File: config.mk
export PLATFORM = sky130hd
export DESIGN_NAME = ball_motion_ctrl
export DESIGN_NICKNAME = d
export VERILOG_FILES = /design/src/rtl/ball_motion_ctrl.sv
export SDC_FILE = /design/constraint.sdc
export NUM_CORES = 1
export LEC_CHECK = 0
export CAP_MARGIN = 25
export CORE_MARGIN = 4
export CORE_UTILIZATION = 54
export CTS_BUF_LIST = sky130_fd_sc_hd__clkbuf_2
export DETAILED_ROUTE_END_ITERATION = 10
export GPL_TIMING_DRIVEN = 1
export PLACE_DENSITY = 0.78
export SYNTH_ARGS = -nofsm -noshare
export SYNTH_HDL_FRONTEND = slang
export SYNTH_SLANG_ARGS = --single-unit
File: constraint.sdc
create_clock -name clk -period 6.4 [get_ports clk]
set_input_delay 0.64 -clock clk [delete_from_list [all_inputs] [get_ports clk]]
set_output_delay 0.64 -clock clk [all_outputs]
set_load 0.05 [all_outputs]
File: src/rtl/ball_motion_ctrl.sv
// Per-frame bouncing-ball physics: fixed-point motion, gravity, wall/floor/ceiling bounces, hit/split handling.
// Optional BALL_PAUSE_EN adds a pause input that freezes frame updates while hits stay live.
module ball_motion_ctrl #(
    parameter int FP_BITS     = 6,
    parameter int SPEED_X     = 64,
    parameter int GRAVITY     = 4,
    parameter int MAX_VY      = 1024,
    parameter int BOUNCE_BASE = 384,
    parameter int BOUNCE_STEP = 128,
    parameter int POP_SPEED   = 256,
    parameter int BASE_SIZE   = 32,
    parameter int MAX_SHIFT   = 2,
    parameter int SCREEN_W    = 640,
    parameter int FLOOR_Y     = 440,
    parameter int INIT_X      = 100,
    parameter int INIT_Y      = 100
) (
    input  logic        clk,
    input  logic        resetN,
    input  logic        startOfFrame,
`ifdef BALL_PAUSE_EN
    input  logic        pause,
`endif
    input  logic        launch,
    input  logic [10:0] launch_x,
    input  logic [10:0] launch_y,
    input  logic [2:0]  launch_shift,
    input  logic        launch_right,
    input  logic        hit,
    output logic [10:0] topLeftX,
    output logic [10:0] topLeftY,
    output logic [2:0]  size_shift,
    output logic        active,
    output logic        popped,
    output logic        split_req,
    output logic [2:0]  split_shift,
    output logic        split_right
);

    localparam int unsigned PW = 18;
    localparam int unsigned VW = 12;
    localparam int unsigned XW = 11;
    localparam int unsigned SW = 3;

    localparam logic signed [VW-1:0] VX_POS   = VW'(SPEED_X);
    localparam logic signed [VW-1:0] VX_NEG   = VW'(-SPEED_X);
    localparam logic signed [VW-1:0] VY_POP   = VW'(-POP_SPEED);
    localparam logic signed [VW:0]   VY_MAX   = (VW+1)'(MAX_VY);
    localparam logic signed [VW:0]   VY_MIN   = (VW+1)'(-MAX_VY);
    localparam logic signed [VW:0]   GRAV     = (VW+1)'(GRAVITY);
    localparam logic [SW-1:0]        SHIFT_MX = SW'(MAX_SHIFT);
    localparam logic signed [PW-1:0] POS_X0   = PW'(INIT_X * (2 ** FP_BITS));
    localparam logic signed [PW-1:0] POS_Y0   = PW'(INIT_Y * (2 ** FP_BITS));

    typedef enum logic [1:0] {IDLE, ACTIVE, POP} state_t;

    state_t               state_q, state_d;
    logic signed [PW-1:0] pos_x_q, pos_y_q, pos_x_d, pos_y_d;
    logic signed [VW-1:0] vel_x_q, vel_y_q, vel_x_d, vel_y_d;
    logic [SW-1:0]        shift_d, split_shift_d;
    logic                 active_d, popped_d, split_req_d, split_right_d;
    logic                 frame_tick;

    logic signed [VW:0]   vy_sum;
    logic signed [PW-1:0] edge_px, lim_x, lim_y;
    logic [VW-1:0]        bounce_mag;

`ifdef BALL_PAUSE_EN
    assign frame_tick = startOfFrame & ~pause;
`else
    assign frame_tick = startOfFrame;
`endif

    // Next-state, motion update and output pulses
    always_comb begin
        state_d       = state_q;
        pos_x_d       = pos_x_q;
        pos_y_d       = pos_y_q;
        vel_x_d       = vel_x_q;
        vel_y_d       = vel_y_q;
        shift_d       = size_shift;
        active_d      = active;
        popped_d      = 1'b0;
        split_req_d   = 1'b0;
        split_shift_d = split_shift;
        split_right_d = split_right;

        edge_px    = PW'(BASE_SIZE) <<< size_shift;
        lim_x      = (PW'(SCREEN_W) - edge_px) <<< FP_BITS;
        lim_y      = (PW'(FLOOR_Y) - edge_px) <<< FP_BITS;
        bounce_mag = VW'(BOUNCE_BASE) + VW'(BOUNCE_STEP) * VW'(size_shift);
        vy_sum     = (VW+1)'(vel_y_q) + GRAV;

        unique case (state_q)
            IDLE: begin
                active_d = 1'b0;
                if (launch) begin
                    pos_x_d  = $signed(PW'(launch_x) << FP_BITS);
                    pos_y_d  = $signed(PW'(launch_y) << FP_BITS);
                    vel_x_d  = launch_right ? VX_POS : VX_NEG;
                    vel_y_d  = '0;
                    shift_d  = (launch_shift > SHIFT_MX) ? SHIFT_MX : launch_shift;
                    active_d = 1'b1;
                    state_d  = ACTIVE;
                end
            end
            ACTIVE: begin
                if (hit) begin
                    popped_d = 1'b1;
                    if (size_shift != '0) begin
                        shift_d       = size_shift - SW'(1);
                        vel_y_d       = VY_POP;
                        split_req_d   = 1'b1;
                        split_shift_d = size_shift - SW'(1);
                        split_right_d = vel_x_q[VW-1];
                        state_d       = POP;
                    end else begin
                        active_d = 1'b0;
                        state_d  = IDLE;
                    end
                end else if (frame_tick) begin
                    if (vy_sum > VY_MAX)      vel_y_d = VW'(VY_MAX);
                    else if (vy_sum < VY_MIN) vel_y_d = VW'(VY_MIN);
                    else                      vel_y_d = VW'(vy_sum);
                    pos_x_d = pos_x_q + PW'(vel_x_q);
                    pos_y_d = pos_y_q + PW'(vel_y_d);
                    if (pos_x_d < 0) begin
                        pos_x_d = '0;
                        vel_x_d = VX_POS;
                    end else if (pos_x_d > lim_x) begin
                        pos_x_d = lim_x;
                        vel_x_d = VX_NEG;
                    end
                    if (pos_y_d < 0) begin
                        pos_y_d = '0;
                        vel_y_d = (vel_y_d < 0) ? -vel_y_d : vel_y_d;
                    end else if (pos_y_d > lim_y) begin
                        pos_y_d = lim_y;
                        vel_y_d = -$signed(bounce_mag);
                    end
                end
            end
            POP: begin
                // One frame of immunity: hits ignored, no motion on the return tick
                if (frame_tick) state_d = ACTIVE;
            end
            default: state_d = IDLE;
        endcase
    end

    always_ff @(posedge clk or negedge resetN) begin
        if (!resetN) begin
            state_q     <= IDLE;
            pos_x_q     <= POS_X0;
            pos_y_q     <= POS_Y0;
            vel_x_q     <= '0;
            vel_y_q     <= '0;
            topLeftX    <= XW'(INIT_X);
            topLeftY    <= XW'(INIT_Y);
            size_shift  <= '0;
            active      <= 1'b0;
            popped      <= 1'b0;
            split_req   <= 1'b0;
            split_shift <= '0;
            split_right <= 1'b0;
        end else begin
            state_q     <= state_d;
            pos_x_q     <= pos_x_d;
            pos_y_q     <= pos_y_d;
            vel_x_q     <= vel_x_d;
            vel_y_q     <= vel_y_d;
            topLeftX    <= XW'(pos_x_d >>> FP_BITS);
            topLeftY    <= XW'(pos_y_d >>> FP_BITS);
            size_shift  <= shift_d;
            active      <= active_d;
            popped      <= popped_d;
            split_req   <= split_req_d;
            split_shift <= split_shift_d;
            split_right <= split_right_d;
        end
    end

endmodule

-- After elaboration in Yosys (flattened, before gate mapping)
Index checks and enable logic that the tools add are counted.
- register bits after elaboration: 72
- input port bits: 31
- word-level logic and storage cells: 104
- add/sub/neg operators: 9
- $lt $le $gt $ge: 8
- equal/unequal tests: 12
- shift operators: 1
- mux-type cells: 51
- reductions and logical operators: 10
- operator list (operator ; count):
    2-to-1 mux 12 bit ; 18
    2-to-1 mux 18 bit ; 10
    case mux 18 bit (2 select lines) ; 2
    case mux 12 bit (2 select lines) ; 2
    adder 18 x 12 -> 18 bit ; 2
    > comparator 18 bit ; 2
    less-than comparator 18 x 1 -> 1 bit (second input constant) ; 2
    != test 2 bit (second input constant) ; 7
    adder 12 x 4 -> 13 bit (second input constant) ; 1
    > comparator 13 x 12 -> 1 bit (second input constant) ; 1
    less-than comparator 13 x 11 -> 1 bit (second input constant) ; 1
    less-than comparator 12 x 1 -> 1 bit (second input constant) ; 1
    2-to-1 mux 3 bit ; 4
    negation 11 -> 12 bit ; 1
    negation 12 bit ; 1
    AND reduction 4 bit ; 3
    <<< shifter 7 x 3 -> 12 bit (first input constant) ; 1
    subtractor 10 x 12 -> 12 bit (first input constant) ; 1
    subtractor 11 x 12 -> 12 bit (first input constant) ; 1
    adder 9 x 10 -> 11 bit (first input constant) ; 1
    != test 3 bit (second input constant) ; 3
    AND reduction 3 bit ; 3
    2-to-1 mux 1 bit ; 8
    2-to-1 mux 2 bit ; 4
    11 further kinds ; 11

-- Depth between registers and ports, before layout
Gate-level depths: netlist of run 1.
- depth after elaboration: 14
- depth in mapped cells: 33
- mapped depth without buffers: 31

-- Least setup slack after synthesis of run 1
Ideal clock, no wire load.
- path type: reg-to-reg
- from: register vel_y_q[2]
- to: register pos_y_q[14]
- setup time: 0.082 ns
- data arrival time: 6.200 ns
- slack: 0.118 ns
- stages on the path, launching flop included: 29
- clock period less this slack: 6.282 ns
- cell sequence: dfrtp_1 > ha_1 > buf_2 > nand4_1 > or2_1 > a311oi_1 > a211oi_1 > a31oi_1 > clkbuf_1 > nor2_1 > ha_1 > clkbuf_1 > a21o_1 > a21o_1 > a21oi_1 > o21ai_1 > or3_1 > o31ai_2 > o21bai_1 > xnor2_1 > ha_1 > nand2_1 > a21oi_1 > nand2_1 > a311o_1 > o41a_4 > nand2_4 > mux2_1 > o22ai_1
- word-level cells in the longest chain between the ends: 14
- ends and longest elaborated chain (item ; line ; text):
    start: declaration ; 59 ; logic signed [VW-1:0] vel_x_q, vel_y_q, vel_x_d, vel_y_d;
    start signal: assignment ; 171 ; vel_y_q <= vel_y_d;
    adder 12 x 4 -> 13 bit * ; 92 ; vy_sum = (VW+1)'(vel_y_q) + GRAV;
    less-than comparator 13 x 11 -> 1 bit ; 123 ; else if (vy_sum < VY_MIN) vel_y_d = VW'(VY_MIN);
    2-to-1 mux 12 bit ; 123 ;
    2-to-1 mux 12 bit * ; 122 ; if (vy_sum > VY_MAX) vel_y_d = VW'(VY_MAX);
    2-to-1 mux 12 bit * ; 121 ; end else if (frame_tick) begin
    2-to-1 mux 12 bit * ; 108 ; if (hit) begin
    2-to-1 mux 12 bit * ; 94 ; unique case (state_q)
    adder 18 x 12 -> 18 bit * ; 126 ; pos_y_d = pos_y_q + PW'(vel_y_d);
    > comparator 18 bit ; 137 ; end else if (pos_y_d > lim_y) begin
    2-to-1 mux 18 bit ; 137 ;
    2-to-1 mux 18 bit * ; 134 ; if (pos_y_d < 0) begin
    2-to-1 mux 18 bit * ; 121 ;
    2-to-1 mux 18 bit * ; 108 ;
    case mux 18 bit (2 select lines) * ; 94 ;
    end signal: assignment ; 169 ; pos_y_q <= pos_y_d;
    end: declaration ; 58 ; logic signed [PW-1:0] pos_x_q, pos_y_q, pos_x_d, pos_y_d;
Every way passes the cells marked *; elsewhere a longest branch is shown, timed or not. The select of a mux whose other input is x is not followed.
A chain may end at the register's enable or synchronous reset.

-- Final worst setup path of run 1
- from: register vel_y_q[2]
- to: register pos_y_q[9]
Same word-level chain as after synthesis.

==> impl_metrics.csv, run 1 <==
group,metric,value,unit
hold_path,hp-class,"primary input to async pin",
clock_tree,cts_tree,"yes",
placement,io_buffers,62,
floorplan,fp-row-count,38,
synth,synthMuxAreaShare,2.75,%
sta,holdWs,0.179,ns
clock_tree,htreeDepth,2,
global_route,antenna_found_initial,0,
synth,avgSynthCellArea,8.11,µm²
clock_tree,cts_buffer_depth,2,
placement,placed_cell_area,6650,µm²
floorplan,io_pins,63,
synth,synthMostInstantiatedCell,"nor2_1",
layout,ff_latch_area,1420,µm²
sta,slew_headroom,33.6,%
clock_tree,cts_buffers,5,
synth,ys_seq_area_share,23.6,%
worst_setup_path,crit_start,"vel_y_q[2]$_DFFE_PN0P_",
synth,synthArstFlopShare,100,%
sta,finalSetupViolCount,0,
layout,multi_input_area,4340,µm²
layout,nets,885,
synth,synth_area,5970,µm²
synth,yosysWarnings,0,
detailed_routing,drt-pass1-iter-count,5,
sta,hold_violations,0,
floorplan,start_util,55.0,%
floorplan,die_w,113,µm
worst_setup_path,rr_startpoint,"vel_y_q[2]$_DFFE_PN0P_",
synth,synth_xor_area_share,6.44,%
clock_tree,clk_pin_slew,0.34,ns
floorplan,dieArea,12800,µm²
clock_tree,clockRootBuffer,"clkbuf_2",
clock_tree,cts.sink_count,56,
clock_tree,clk-insertion-delay-late,0.56,ns
layout,n_fill_cell,914,
sta,min_period,6.20,ns
detailed_routing,post_drt_wl_per_cell,18.3,µm
synth,postSynthCellCount,736,
detailed_routing,drt_wl_total,17200,µm
worst_setup_path,cp.arrival,6.67,ns
synth,synthAdderAreaFrac,11.8,%
worst_setup_path,startpoint_type,"register",
synth,synth-simple-area-share,20.2,%
layout,final_cells,940,
outcome,status,"complete, no violations",
placement,dp.cells,912,
detailed_routing,route.detailed.drc,0,
synth,ys_seq_elements,56,
global_route,grt_pass1_vias,5810,
sta,slew_violations,0,
global_route,overflow,0,
sta,worst_slew_pin_slew,0.991,ns
floorplan,coreArea,10800,µm²
detailed_routing,drtIter0Drc,468,
placement,dpl.hpwl,12700,µm
synth,yosys.area.top_type_share,21.0,%
layout,fin_area,7110,µm²
detailed_routing,vias,5790,
worst_setup_path,end_kind,"register",
synth,synth.net_count,822,
synth,synth.distinct_cells,78,
placement,routabilityCongestion,0.957,
run,maxCapViolations,0,
synth,synth_top_family_by_area,"compound AO/OA/AOI/OAI gates",
detailed_routing,via_per_inst,6.16,
clock_tree,cts_hold_buf,0,
global_route,grt_pass1_wl,27700,µm
synth,synth-edff-count,0,
sta,layout_worst_path_cycle_share,96.8,%
sta,finClkSkew,0.0213,ns
synth,synth_commonest_cells,"nor2_1, a21oi_1, nand2_1",
synth,synth_ff_type,"dfrtp_1",
global_route,grt_max_degree,57,
detailed_routing,ant_nets,0,
worst_setup_path,critPathMaxFanout,5,
floorplan,fp.dieH,113,µm
worst_setup_path,crit_type,"register to register",
synth,synth_top_cell_by_area,"dfrtp_1",
layout,drive_above_1_share,17.4,%
sta,fmax,0.161,GHz
synth,synth_compound_area_share,27.6,%
layout,antenna_cells,0,
synth,synthTopCellsByArea,"dfrtp_1, ha_1, a21oi_1",
worst_setup_path,cp.required,6.88,ns
global_route,gr-usage-all-layers,26.4,%
layout,area_delta_synth_final,19.2,%
[through the flow]
step,utilization [%],setup TNS [ns],worst slack (ns)
final,65.6,0,0.205
after floorplan,-,0,0.118
after global placement,61.4,0,0.230
after global routing,65.6,-0.807,-0.0901
after CTS,62.1,0,0.0455
after detailed placement,61.4,-0.0327,-0.0266
[logic make-up after synthesis]
logic type                 count (synthesis)
and+or+nand+nor                          240
xor gates and xnor gates                  43
adders and majority gates                 55
buffers and inverters                     93
muxes                                     16
AOI/OAI and AO/OA                        233
DFF                                       56
[cell type report]
class / count / area share (%)
flip-flops and latches: 56 / 19.9
clock buffers: 5 / 0.352
repair buffers: 108 / 13.7
multi-input cells: 587 / 61.1
well taps: 140 / 2.46
inverters: 41 / 2.16
clock inverters: 3 / 0.387
[cells in the final DEF (no fill, tap or decap), types with 9 or more instances in the layout]
master / n
a31oi_1: 10
a32oi_1: 10
nor2_1: 63
nor3_1: 17
o21bai_1: 11
nand2_1: 56
xor2_1: 12
xnor2_1: 29
nand2b_1: 15
o21ai_1: 18
a21oi_1: 54
nand3_1: 19
o22ai_1: 9
clkdlybuf4s50_1: 61
a21o_1: 22
ha_1: 46
dfrtp_1: 45
buf_4: 42
o21ai_0: 28
inv_1: 41
mux2i_1: 13
[sequential cells by signal, summed over array words and instances, names as in the netlist]
| signal | flops |
|---|---|
| vel_y_q | 12 |
| pos_x_q | 12 |
| state_q | 2 |
| split_right | 1 |
| active | 1 |
| split_req | 1 |
| pos_y_q | 18 |
| popped | 1 |
| vel_x_q | 2 |
| size_shift | 3 |
| split_shift | 3 |
[worst paths after layout]
kind | end | slack [ns] | cells after the start
worst max-delay path | pos_y_q[9]$_DFFE_PN0P_ | 0.20 | 27
worst min-delay path | vel_y_q[5]$_DFFE_PN0P_ | 0.18 | 2
worst max register to register | pos_y_q[9]$_DFFE_PN0P_ | 0.20 | 27
worst min register to register | pos_y_q[8]$_DFFE_PN1P_ | 0.50 | 2
max in group asynchronous | vel_y_q[3]$_DFFE_PN0P_ | 5.67 | 2
min in group clk | pos_y_q[8]$_DFFE_PN1P_ | 0.50 | 2
[metal layers]
layer  up-vias  global-route usage [%]  wire length [µm]  part of all wire, %
li1       2749                       -                 -                    -
met1      2784                    32.1              6880                   40
met2       214                    46.9              8820                   51
met3        43                    3.90              1010                  5.9
met4         0                    10.0               482                  2.8
met5         -                       0                 0                    0
[critical path, stage by stage (launching register included)]
cell	delay (ns)
dfrtp_1	0.50
buf_4	0.17
nand2_2	0.11
nor2_1	0.09
o311ai_2	0.40
a31oi_2	0.17
o31ai_2	0.31
a31oi_2	0.17
buf_4	0.19
or2_4	0.24
inv_1	0.12
ha_4	0.23
a21o_1	0.21
a311oi_2	0.30
a211oi_2	0.08
o21ai_2	0.18
o21ai_1	0.09
a21oi_2	0.22
nor4b_2	0.07
a311o_1	0.39
ha_4	0.31
nand3_2	0.10
nor3_2	0.15
o2111ai_2	0.13
o41a_4	0.59
and2_4	0.21
o21ai_0	0.23
a31oi_1	0.12
[repair_timing]
item,CTS,global route
hold endpoints to repair,0,0
pin swaps,0,21
setup buffers,2,17
resized for setup,2,55
gates cloned,0,1
endpoints found under the setup margin,13,30
Power of run 1 is left out: the tool's default activity adds up to more than one toggle a clock period on the data nets, which glitch-free logic cannot reach.
==> run 2: changes to the inputs <==
- clock period: 6.4 -> 5.45 ns (I/O delays scaled with it)
==> impl_metrics.csv, run 2 (synthesis results as in run 1) <==
group,metric,value,unit
detailed_routing,vias,6357,
worst_setup_path,r2r_slack,-0.66,ns
placement,dp.cells,991,
layout,final_util,75.2,%
clock_tree,clk_pin_slew,0.36,ns
worst_setup_path,cp.arrival,6.59,ns
sta,worst_slew_pin_slew,0.945,ns
global_route,overflow,0,
clock_tree,clk-insertion-delay-late,0.56,ns
worst_setup_path,cp_top_family,"compound AO/OA/AOI/OAI gates",
floorplan,dieArea,12800,µm²
clock_tree,htreeDepth,2,
clock_tree,cts.sink_count,56,
global_route,grt_pass1_wl,31200,µm
layout,area_delta_synth_final,36.5,%
run,maxCapViolations,0,
sta,min_period,6.11,ns
sta,slew_headroom,36.7,%
worst_setup_path,crit_type,"register to register",
hold_path,hp-class,"primary input to async pin",
floorplan,start_util,55.0,%
global_route,gr-usage-all-layers,30.0,%
layout,top_regs,"pos_y_q: 18 flops, pos_x_q: 12 flops, vel_y_q: 12 flops",
layout,final_cell_mix,"buf_4, clkdlybuf4s50_1, nor2_1, nand2_1",
worst_setup_path,crit_path_top_delay_cell,"dfrtp_2",
clock_tree,cts_buffer_depth,2,
floorplan,fp-row-count,38,
detailed_routing,drt_wl_total,20000,µm
sta,timing.setup.tns,-16.57,ns
detailed_routing,via_per_inst,6.20,
floorplan,die_w,113,µm
detailed_routing,ant_nets,0,
global_route,grt_pass1_vias,6546,
placement,dpl.hpwl,14000,µm
layout,final_cells,1026,
floorplan,io_pins,63,
worst_setup_path,end_kind,"register",
worst_setup_path,r2r_end,"vel_y_q[10]$_DFFE_PN0P_",
sta,slew_violations,0,
sta,hold_violations,0,
floorplan,coreArea,10800,µm²
layout,drive_above_1_share,29.9,%
global_route,grt_max_degree,57,
sta,layout_worst_path_cycle_share,112,%
detailed_routing,post_drt_wl_per_cell,19.4,µm
layout,layout_commonest_cell,"buf_4",
placement,routabilityCongestion,0.943,
layout,nets,970,
outcome,violations,"negative setup slack",
layout,largest_reg_flops,18,
floorplan,fp.dieH,113,µm
worst_setup_path,critical_path_buf_inv_count,6,
worst_setup_path,critPathMaxFanout,7,
clock_tree,cts_tree,"yes",
placement,io_buffers,62,
worst_setup_path,startpoint_type,"register",
clock_tree,clockRootBuffer,"clkbuf_2",
global_route,antenna_found_initial,1,
sta,rsz0062_at_grt,"true",
sta,fin_ws,-0.660,ns
sta,finalSetupViolCount,30,
sta,finClkSkew,0.0273,ns
worst_setup_path,max_stage_delay,0.53,ns
worst_setup_path,rr_startpoint,"vel_y_q[2]$_DFFE_PN0P_",
worst_setup_path,r2r_cells,30,
worst_setup_path,cp.required,5.93,ns
outcome,status,"complete, but fails checks",
detailed_routing,drt-pass1-iter-count,5,
sta,fmax,0.164,GHz
detailed_routing,route.detailed.drc,0,
detailed_routing,drtIter0Drc,473,
clock_tree,cts_buffers,5,
sta,holdWs,0.0555,ns
layout,largest-register,"pos_y_q",
[run 2: cell type report]
class | count | area (µm²)
clock buffer | 5 | 25.0
sequential | 56 | 1410
clock inverter | 3 | 27.5
antenna | 1 | 2.50
fill | 775 | 2690
inverter | 41 | 154
tap | 140 | 175
multi-input combinational | 588 | 4680
timing repair buffer | 192 | 1680
[run 2: per-layer routing]
layer / share of wire, % / GRT usage, % / vias to the layer above / wire length [µm]
met5: 0 / 0 / - / 0
met4: 4.8 / 14.3 / 0 / 966
met3: 6.8 / 5.67 / 85 / 1350
met2: 51 / 54.3 / 285 / 10100
met1: 38 / 33.7 / 3045 / 7560
li1: - / - / 2942 / -
[run 2: metrics by stage]
stage	cell area, µm²	setup WS [ns]
floorplan	6200	-0.438
global placement	7460	-0.443
detailed placement	7460	-0.589
CTS	7880	-0.244
global route	8150	-0.801
finish	8150	-0.660
[run 2: worst reg2reg max path: cells and delay by family, from the launching register on]
family	cells	cell delay, ns
AO/OA/AOI/OAI	12	2.23
XOR/XNOR	1	0.17
adder cells (fa/ha/maj)	3	0.76
buffers and inverters	6	0.86
flip-flops	1	0.53
AND/OR/NAND/NOR	8	1.48
[run 2: worst max-delay path by stage]
stage / endpoint / start / slack (ns) / cells after the start
2_1_floorplan: pos_y_q[14]$_DFFE_PN0P_ / vel_y_q[2]$_DFFE_PN0P_ / -0.44 / 27
3_3_place_gp: pos_y_q[14]$_DFFE_PN0P_ / vel_y_q[4]$_DFFE_PN0P_ / -0.44 / 26
3_5_place_dp: vel_y_q[9]$_DFFE_PN0P_ / vel_y_q[3]$_DFFE_PN0P_ / -0.59 / 28
4_1_cts: vel_y_q[9]$_DFFE_PN0P_ / vel_y_q[3]$_DFFE_PN0P_ / -0.24 / 31
5_1_grt: vel_y_q[10]$_DFFE_PN0P_ / vel_y_q[2]$_DFFE_PN0P_ / -0.80 / 30
6_report: vel_y_q[10]$_DFFE_PN0P_ / vel_y_q[2]$_DFFE_PN0P_ / -0.66 / 30
[run 2: repair_timing]
action,CTS,global route
resized for setup,44,51
cloned,1,0
hold buffers,0,0
endpoints found under the setup margin,30,42
setup buffers,22,6
pin swaps,29,21
Power of run 2 is left out for the same reason.
==> run 3: changes to the inputs <==
- CTS_CLUSTER_DIAMETER: unset -> 50
==> results of run 3 <==
Same layout as run 2: the final DEF is identical, and so are final timing and power.
Power of run 3 is left out for the same reason.
